### src/rtl/fifo_pkg.sv
// Shared FIFO types and sizing helpers, common to the single- and dual-clock FIFOs.
package fifo_pkg;

  typedef enum logic {
    FIFO_STD  = 1'b0,
    FIFO_FWFT = 1'b1
  } fifo_mode_e;

  // Pointer width for a DEPTH-entry array; at least one bit.
  function automatic int unsigned ptr_width(int unsigned depth);
    return (depth < 2) ? 1 : $clog2(depth);
  endfunction

  // Width that can hold an occupancy count of 0..DEPTH inclusive.
  function automatic int unsigned cnt_width(int unsigned depth);
    return $clog2(depth + 1);
  endfunction

endpackage

### src/rtl/fifo_mem_2p.sv
// Simple dual-port storage array: one write port, one address-indexed read port.
// Registered read in standard mode, combinational read in first-word-fall-through mode.
module fifo_mem_2p
  import fifo_pkg::*;
#(
  parameter int unsigned WIDTH  = 8,
  parameter int unsigned DEPTH  = 16,
  parameter int unsigned ADDR_W = ptr_width(DEPTH),
  parameter fifo_mode_e  MODE   = FIFO_STD
) (
  input  logic              clk_i,
  input  logic              rst_n_i,
  input  logic              wr_en_i,
  input  logic [ADDR_W-1:0] wr_addr_i,
  input  logic [WIDTH-1:0]  wdata_i,
  input  logic              rd_en_i,
  input  logic [ADDR_W-1:0] rd_addr_i,
  output logic [WIDTH-1:0]  rdata_o
);

  logic [WIDTH-1:0] mem_q [DEPTH];

  // Array write; contents are deliberately left unreset.
  always_ff @(posedge clk_i) begin
    if (wr_en_i) begin
      mem_q[wr_addr_i] <= wdata_i;
    end
  end

  if (MODE == FIFO_STD) begin : g_reg_rd
    logic [WIDTH-1:0] rdata_q;

    // Output register loads only on a pop and otherwise holds the last word read.
    always_ff @(posedge clk_i or negedge rst_n_i) begin
      if (!rst_n_i) begin
        rdata_q <= '0;
      end else if (rd_en_i) begin
        rdata_q <= mem_q[rd_addr_i];
      end
    end

    assign rdata_o = rdata_q;
  end else begin : g_comb_rd
    logic unused_rd;
    assign unused_rd = rd_en_i ^ rst_n_i;
    assign rdata_o   = mem_q[rd_addr_i];
  end

endmodule

### src/rtl/sync_fifo_param.sv
// Single-clock parametrised FIFO with selectable read mode, fill level,
// run-time almost-full/almost-empty thresholds, synchronous flush and error pulses.
module sync_fifo_param
  import fifo_pkg::*;
#(
  parameter int unsigned WIDTH = 8,
  parameter int unsigned DEPTH = 16,
  parameter int unsigned FWFT  = 0,
  parameter int unsigned CNT_W = cnt_width(DEPTH)
) (
  input  logic             clk_i,
  input  logic             rst_n_i,
  input  logic             flush_i,
  input  logic             wr_en_i,
  input  logic [WIDTH-1:0] wdata_i,
  output logic             full_o,
  output logic             almost_full_o,
  output logic             wr_error_o,
  input  logic             rd_en_i,
  output logic [WIDTH-1:0] rdata_o,
  output logic             empty_o,
  output logic             almost_empty_o,
  output logic             rd_error_o,
  input  logic [CNT_W-1:0] af_level_i,
  input  logic [CNT_W-1:0] ae_level_i,
  output logic [CNT_W-1:0] level_o
);

  localparam int unsigned      PTR_W   = ptr_width(DEPTH);
  localparam fifo_mode_e       MODE    = (FWFT != 0) ? FIFO_FWFT : FIFO_STD;
  localparam logic [CNT_W-1:0] CntFull = CNT_W'(DEPTH);
  localparam logic [PTR_W-1:0] PtrLast = PTR_W'(DEPTH - 1);

  logic [PTR_W-1:0] wr_ptr_q, wr_ptr_d;
  logic [PTR_W-1:0] rd_ptr_q, rd_ptr_d;
  logic [CNT_W-1:0] count_q, count_d;
  logic             wr_error_q, wr_error_d;
  logic             rd_error_q, rd_error_d;
  logic             wr_acc, rd_acc;
  logic [WIDTH-1:0] mem_rdata;

  // Explicit wrap so non-power-of-two depths work.
  function automatic logic [PTR_W-1:0] ptr_inc(input logic [PTR_W-1:0] ptr);
    return (ptr == PtrLast) ? '0 : ptr + PTR_W'(1);
  endfunction

  // Flags decode the registered count only.
  assign full_o         = (count_q == CntFull);
  assign empty_o        = (count_q == '0);
  assign almost_full_o  = (count_q >= af_level_i);
  assign almost_empty_o = (count_q <= ae_level_i);
  assign level_o        = count_q;
  assign wr_error_o     = wr_error_q;
  assign rd_error_o     = rd_error_q;

  // Flush suppresses both transfers; reads never bypass a same-cycle write.
  assign wr_acc = wr_en_i & ~full_o & ~flush_i;
  assign rd_acc = rd_en_i & ~empty_o & ~flush_i;

  // Next-state for pointers, occupancy and error pulses; flush overrides everything.
  always_comb begin
    wr_ptr_d   = wr_ptr_q;
    rd_ptr_d   = rd_ptr_q;
    count_d    = count_q;
    wr_error_d = 1'b0;
    rd_error_d = 1'b0;
    if (flush_i) begin
      wr_ptr_d = '0;
      rd_ptr_d = '0;
      count_d  = '0;
    end else begin
      wr_error_d = wr_en_i & full_o;
      rd_error_d = rd_en_i & empty_o;
      if (wr_acc) wr_ptr_d = ptr_inc(wr_ptr_q);
      if (rd_acc) rd_ptr_d = ptr_inc(rd_ptr_q);
      case ({wr_acc, rd_acc})
        2'b10:   count_d = count_q + CNT_W'(1);
        2'b01:   count_d = count_q - CNT_W'(1);
        default: count_d = count_q;
      endcase
    end
  end

  // Control state register.
  always_ff @(posedge clk_i or negedge rst_n_i) begin
    if (!rst_n_i) begin
      wr_ptr_q   <= '0;
      rd_ptr_q   <= '0;
      count_q    <= '0;
      wr_error_q <= 1'b0;
      rd_error_q <= 1'b0;
    end else begin
      wr_ptr_q   <= wr_ptr_d;
      rd_ptr_q   <= rd_ptr_d;
      count_q    <= count_d;
      wr_error_q <= wr_error_d;
      rd_error_q <= rd_error_d;
    end
  end

  fifo_mem_2p #(
    .WIDTH  (WIDTH),
    .DEPTH  (DEPTH),
    .ADDR_W (PTR_W),
    .MODE   (MODE)
  ) u_mem (
    .clk_i     (clk_i),
    .rst_n_i   (rst_n_i),
    .wr_en_i   (wr_acc),
    .wr_addr_i (wr_ptr_q),
    .wdata_i   (wdata_i),
    .rd_en_i   (rd_acc),
    .rd_addr_i (rd_ptr_q),
    .rdata_o   (mem_rdata)
  );

  if (MODE == FIFO_FWFT) begin : g_fwft
    logic [WIDTH-1:0] hold_q;

    // Remember the word on show so the output holds once the FIFO drains or flushes.
    always_ff @(posedge clk_i or negedge rst_n_i) begin
      if (!rst_n_i) begin
        hold_q <= '0;
      end else if (!empty_o) begin
        hold_q <= mem_rdata;
      end
    end

    assign rdata_o = empty_o ? hold_q : mem_rdata;
  end else begin : g_std
    assign rdata_o = mem_rdata;
  end

endmodule

### config.mk
export PLATFORM = sky130hd
export DESIGN_NAME = sync_fifo_param
export DESIGN_NICKNAME = d
export VERILOG_FILES = /design/src/rtl/fifo_pkg.sv /design/src/rtl/fifo_mem_2p.sv /design/src/rtl/sync_fifo_param.sv
export SDC_FILE = /design/constraint.sdc
export NUM_CORES = 1
export LEC_CHECK = 0
export BUFFER_PORTS_ARGS = -buffer_cell sky130_fd_sc_hd__buf_4
export CORE_MARGIN = 2
export CORE_UTILIZATION = 54
export CTS_BUF_LIST = sky130_fd_sc_hd__clkbuf_16
export CTS_CLUSTER_DIAMETER = 50
export DETAILED_ROUTE_END_ITERATION = 10
export GPL_ROUTABILITY_DRIVEN = 1
export PLACE_DENSITY = 0.75
export SKIP_LAST_GASP = 1
export SLEW_MARGIN = 0
export SYNTH_ARGS = -nofsm -noshare
export SYNTH_HDL_FRONTEND = slang
export SYNTH_SLANG_ARGS = --single-unit
### constraint.sdc
create_clock -name clk_i -period 2.4 [get_ports clk_i]
set_input_delay 0.12 -clock clk_i [delete_from_list [all_inputs] [get_ports clk_i]]
set_output_delay 0.12 -clock clk_i [all_outputs]
set_load 0.01 [all_outputs]
== After elaboration in Yosys (flattened, before gate mapping) ==
Memory sizes are Yosys's and may differ from the RTL's. A register that Yosys moved wholly into a read port is not among the register bits.
Index checks and enable logic that the tools add are counted.

* RAM bits: 128
* Latch bits: 0
* Memory bits (read-only): 0
* Memories kept: 1
* Output and inout port bits: 19
* Input bits: 23
* Flip-flop bits (word level): 15

* Eq/ne operators: 5
* $add $sub $neg: 4
* Div/mod/pow operators: 0
* Shifts and indexed selects: 0
* $lt $le $gt $ge: 2
* Reduce and logical (&&, ||, !) cells: 5
* Bitwise gates (word level): 9
* $mul: 0
* Mux-type cells: 12

{| class="wikitable"
|+ Memory list
! name !! words !! width !! read ports !! clocked after Yosys merged registers in !! write ports !! RTL line !! source
|-
| u_mem.mem_q || 16 || 8 || 1 || 1 || 1 || fifo_mem_2p.sv:21 || <nowiki>logic [WIDTH-1:0] mem_q [DEPTH];</nowiki>
|}

{| class="wikitable"
|+ Operators with widths
! operator !! number
|-
| two-way mux 4 bit || 6
|-
| one-hot mux 5 bit (2 select lines) || 1
|-
| adder 4 x 1 -> 4 bit, second input constant || 2
|-
| == test 4 bit, second input constant || 2
|-
| AND 1 bit || 6
|-
| adder 5 x 1 -> 5 bit, second input constant || 1
|-
| == test 5 bit, second input constant || 1
|-
| >= comparator 5 bit || 1
|-
| <= comparator 5 bit || 1
|-
| logical NOT 5 bit || 1
|-
| two-way mux 5 bit || 1
|-
| subtractor 5 x 1 -> 5 bit, second input constant || 1
|-
| two-way mux 1 bit || 4
|-
| nonzero test 2 bit || 2
|-
| inverter 1 bit || 3
|-
| nonzero test 3 bit || 1
|-
| == test 2 x 1 -> 1 bit, second input constant || 1
|-
| == test 2 bit, second input constant || 1
|-
| logical NOT 1 bit || 1
|}

== Logic depth before layout (Yosys ltp) ==
* Depth in word-level cells: 7
* Depth in mapped cells: 10
* Gate-level depth less buffers: 9

== By module ==
Synthesis repeated with hierarchy kept, for this count alone.

* Cell total of the unflattened synthesis: 367
* Area total of the unflattened synthesis: 6492.5 um^2

{| class="wikitable"
|+ Modules (own cells, without submodules)
! module !! cells each !! area an instance (um^2) !! times used
|-
| fifo_mem_2p || 240 || 5331.4 || 1
|-
| sync_fifo_param || 127 || 1161.1 || 1
|}

== Worst setup path after synthesis ==
Ideal clock, no wire load.

* Kind: register -> register
* From: reg count_q[2] (netlist: level_o[2])
* To: mem u_mem.mem_q[3][0] (enable)
* Setup slack: -0.229 ns
* Cell stages (with the launch flop): 7
* Data required time: 2.002 ns
* Library setup time: 0.398 ns
* Clock period less this slack: 2.629 ns
* Arrival time: 2.231 ns
* Cells stage by stage: dfrtp_1 -> clkbuf_1 -> or4_1 -> buf_2 -> o21ai_2 -> nor2_1 -> nor4b_1

* Longest elaborated chain between the ends: 6

{| class="wikitable"
|+ Ends and longest elaborated chain
! item !! RTL line !! source
|-
| start, declared || sync_fifo_param.sv:36 || <nowiki>logic [CNT_W-1:0] count_q, count_d;</nowiki>
|-
| start signal, assigned || sync_fifo_param.sv:95 || <nowiki>count_q <= count_d;</nowiki>
|-
| == test 5 bit || sync_fifo_param.sv:48 || <nowiki>assign full_o = (count_q == CntFull);</nowiki>
|-
| inverter 1 bit || sync_fifo_param.sv:57 || <nowiki>assign wr_acc = wr_en_i & ~full_o & ~flush_i;</nowiki>
|-
| AND 1 bit (2 in a row) || sync_fifo_param.sv:57 ||
|-
| two-way mux 1 bit || fifo_mem_2p.sv:25 || <nowiki>if (wr_en_i) begin</nowiki>
|-
| two-way mux 1 bit (not written as such) || fifo_mem_2p.sv:26 || <nowiki>mem_q[wr_addr_i] <= wdata_i;</nowiki>
|-
| end, declared || fifo_mem_2p.sv:21 ||
|}

Every way passes these cells.

== Worst setup path after layout ==
* From: reg count_q[2] (netlist: level_o[2])
* To: reg count_q[4] (netlist: level_o[4])

* Longest elaborated chain between the ends: 7

{| class="wikitable"
|+ Ends and longest elaborated chain
! item !! RTL line !! source
|-
| == test 5 bit or logical NOT 5 bit (tied branches) || sync_fifo_param.sv:48, sync_fifo_param.sv:49 ||
|-
| inverter 1 bit, on equally long branches || sync_fifo_param.sv:57, sync_fifo_param.sv:58 ||
|-
| AND 1 bit, on equally long branches (2 in a row) || sync_fifo_param.sv:57, sync_fifo_param.sv:58 ||
|-
| == test 2 x 1 -> 1 bit or == test 2 bit (tied branches) || sync_fifo_param.sv:76 || <nowiki>case ({wr_acc, rd_acc})</nowiki>
|-
| one-hot mux 5 bit (2 select lines) || sync_fifo_param.sv:76 ||
|-
| two-way mux 5 bit || sync_fifo_param.sv:67 || <nowiki>if (flush_i) begin</nowiki>
|}

Several ways; a longest one is shown, not always the timed one.
A chain may end at the register's enable or synchronous reset.

==> impl_metrics.toml <==
[outcome]
status = "finished with violations"
failed_checks = "design-rule violations"

[placed_design]
postPlaceCellArea_sq_mm = 0.00704
dp_hpwl_um = 7840
dp_slack_ps = 33.7
portBuffers = 41
dpl.cell_count = 567
finalWeightedCongestion = 0.821

[setup_path]
r2r_slack_ps = 50
cp.required_ps = 2690
start_kind = "flip-flop"
critical-path-max-stage-delay_ps = 440
cpMaxStageDelayCell = "dfrtp_2"
cp.arrival_ps = 2640
critPathCaptureType = "flip-flop"
r2r_cells = 8
worstPathCellList = "nor4_4 > mux2i_2 > xnor2_1 > ha_2 > or3_1 > a21oi_2 > mux2i_1 > a221o_1"
crit_type = "reg2reg"
critPathMaxFanout = 4
crit_start = "level_o[2]"
r2r-start = "level_o[2]"
r2r-end = "level_o[4]"

[synthesis]
synth_adder_area_share_pct = 3.31
seq_area_frac_synth_pct = 68.8
synth_compound_area_share_pct = 4.05
synth_mux_area_share_pct = 15.0
synth.largest_area_cell = "edfxtp_1"
syn_avg_cell_area_sq_um = 17.0
synthArstFlopShare_pct = 15.2
synth.top_cell.area_share_pct = 59.8
syn-instance-count = 378
ys.flop_type = "edfxtp_1"
synth-edff-count = 128
netlist-cell-type-count = 42
syn_nets = 418
yosys.area_share.simple_pct = 6.19
synthesis.area_sq_mm = 0.00643
synth_area_leaders = "edfxtp_1 (60%), mux4_2 (12%), dfrtp_1 (9.0%)"
synth_xor_area_share_pct = 0.681
synth-seq-cells = 151
synth_top_family_by_area = "multiplexers"
yosys_warnings = 0

[cells_and_area]
fillers = 756
nets = 489
n_antenna_cell = 0
areaGrowthSynthToFinish_pct = 19.5
final_cells = 605
drive_above_1_share_pct = 34.6
fin_util_pct = 66.7
fin_area_sq_mm = 0.00768

[sta]
timing.fmax_mhz = 426
tns_ps = 0
final-setup-viol-count = 0
drv_slew = 0
fin_skew_ps = 10.1
finalHoldViolations = 0
period_minus_slack_ps = 2350
rsz0062_at_grt = "true"
min_period_over_period_pct = 97.8
max-slew-margin-rel_pct = 23.6
worst-slew-pin-transition_ps = 1140
worst_slack_ps = 51.7
holdWs_ps = 13.8

[global_route]
overflow = 0
groute.usage.overall_pct = 20.5
grt_pass1_vias = 3522
grt_pass1_wl_um = 19300
grt_max_degree = 37
antenna_found_initial = 0

[floorplan]
initial_core_util_pct = 55.8
design.core.area_sq_mm = 0.0115
placementRows = 39
die_x_um = 113
die-area_sq_mm = 0.0128
fp.dieH_um = 113
pin_count = 42

[clock_network]
path_clk_slew_ps = 60
cts_tree = "done"
clock_latency_ps = 410
ctsRootBufferMaster = "clkbuf_16"
clockBufferDepth = 2
cts_buffers = 17
cts_max_level = 4
cts_sinks = 151

[min_path]
hp-start = "wr_en_i"
hold_depth = 2
min_to = "wr_error_o"
hp-class = "in2reg"

[pwr]
total_power_mw = 7.90
p_leak_nw = 2.77
peakVddDrop_mv = 0.618
power_density_mw_per_mm2 = 1030

[drt]
viasPerCell = 5.93
wire_per_inst_um = 20.4
drt-total-wl_um = 12300
num_vias = 3587
ant_nets = 0
drtIter0Drc = 345
dr.pass1.iters = 8
drc = 4

[run]
cap_violations = 0
-- cell usage after synthesis (6+ instances only) --
library cell,count
nor2_1,36
nand2b_1,7
ha_1,17
dfrtp_1,23
clkbuf_1,9
o22ai_1,8
inv_1,15
mux2_2,15
nand2_1,19
a21oi_1,6
edfxtp_1,128
mux4_2,33
-- cells in the final DEF, fill, tap and decap left out, types with 2 or more instances in the layout --
cell and instances:
buf_4 66, a21o_1 5, nand2b_1 7, a221o_1 2, o22ai_1 7, dfrtp_1 20, bufinv_16 2, mux2i_1 4
o31ai_1 2, o21ai_0 4, clkinv_1 2, nor2_1 36, nor3_1 4, clkinv_2 4, clkinvlp_4 4, inv_1 15
clkinv_4 2, mux2_2 15, o21a_1 3, and3_1 2, nor2b_1 2, nand2_1 19, ha_1 15, edfxtp_1 128
dfrtp_2 3, nor4_1 3, nand3_1 3, a21oi_1 5, xor2_1 3, mux4_2 33, xnor2_1 2, clkbuf_16 17
-- worst max-delay path: cells and delay by family, from the launching register on --
family	cells	cell delay (ps)
compound gates	2	460
simple gates	2	660
flops	1	440
fa+ha+maj	1	190
xor+xnor	1	90
mux	2	390
-- sequential cells by signal (all words and copies together) (netlist names) --
register and count:
u_mem.mem_q 128, u_mem.rdata_o 8, level_o 5, rd_ptr_q 4, wr_ptr_q 4, rd_error_o 1
wr_error_o 1
-- layer usage --
metal	global-route usage [%]	vias up	part of all wire (%)
li1	-	1613	-
met1	29.6	1808	44
met2	30.6	152	48
met3	4.98	14	6.3
met4	8.05	0	1.6
met5	0	-	0
-- area by class of cell --
class | instances | area (sq um) | area share, %
multi-input combinational | 195 | 1920 | 25.0
clock inverter | 15 | 139 | 1.81
clock buffer | 17 | 425 | 5.54
sequential | 151 | 4420 | 57.6
timing repair buffer | 69 | 537 | 6.99
inverter | 15 | 56.3 | 0.733
tap | 143 | 179 | 2.33
-- where the power goes --
part | switching, mW | internal, mW | leakage, nW
clock network | 0.995 | 1.51 | 0.271
logic | 1.08 | 1.18 | 1.06
registers | 0.123 | 3.01 | 1.44
total | 2.20 | 5.70 | 2.77
-- worst max-delay path by stage --
| stage | cells past startpoint | endpoint | slack [ps] |
|---|---|---|---|
| finish | 8 | level_o[4] | 50 |
| global route | 8 | level_o[4] | -30 |
| CTS | 9 | almost_full_o | 20 |
| detailed placement | 8 | level_o[4] | 30 |
| global placement | 8 | level_o[4] | 120 |
| floorplan | 8 | level_o[4] | -60 |
-- timing repair --
| action | in CTS | in global routing |
|---|---|---|
| pin swaps | 0 | 2 |
| setup buffers | 0 | 5 |
| setup endpoints to repair | 1 | 3 |
| gates resized for setup | 2 | 6 |
| cloned | 0 | 0 |
| hold endpoints to repair | 23 | 0 |
| hold buffers | 1 | 0 |
-- logic make-up (layout without fill, tap and decap cells) --
kind of cell / count (synthesis) / after routing
and+or+nand+nor: 84 / 84
AOI/OAI and AO/OA: 36 / 36
adders and majority gates: 17 / 17
DFF: 151 / 151
muxes: 53 / 53
xor gates and xnor gates: 5 / 5
buffers and inverters: 32 / 116
No activity file was read; power rests on OpenSTA's default activity.
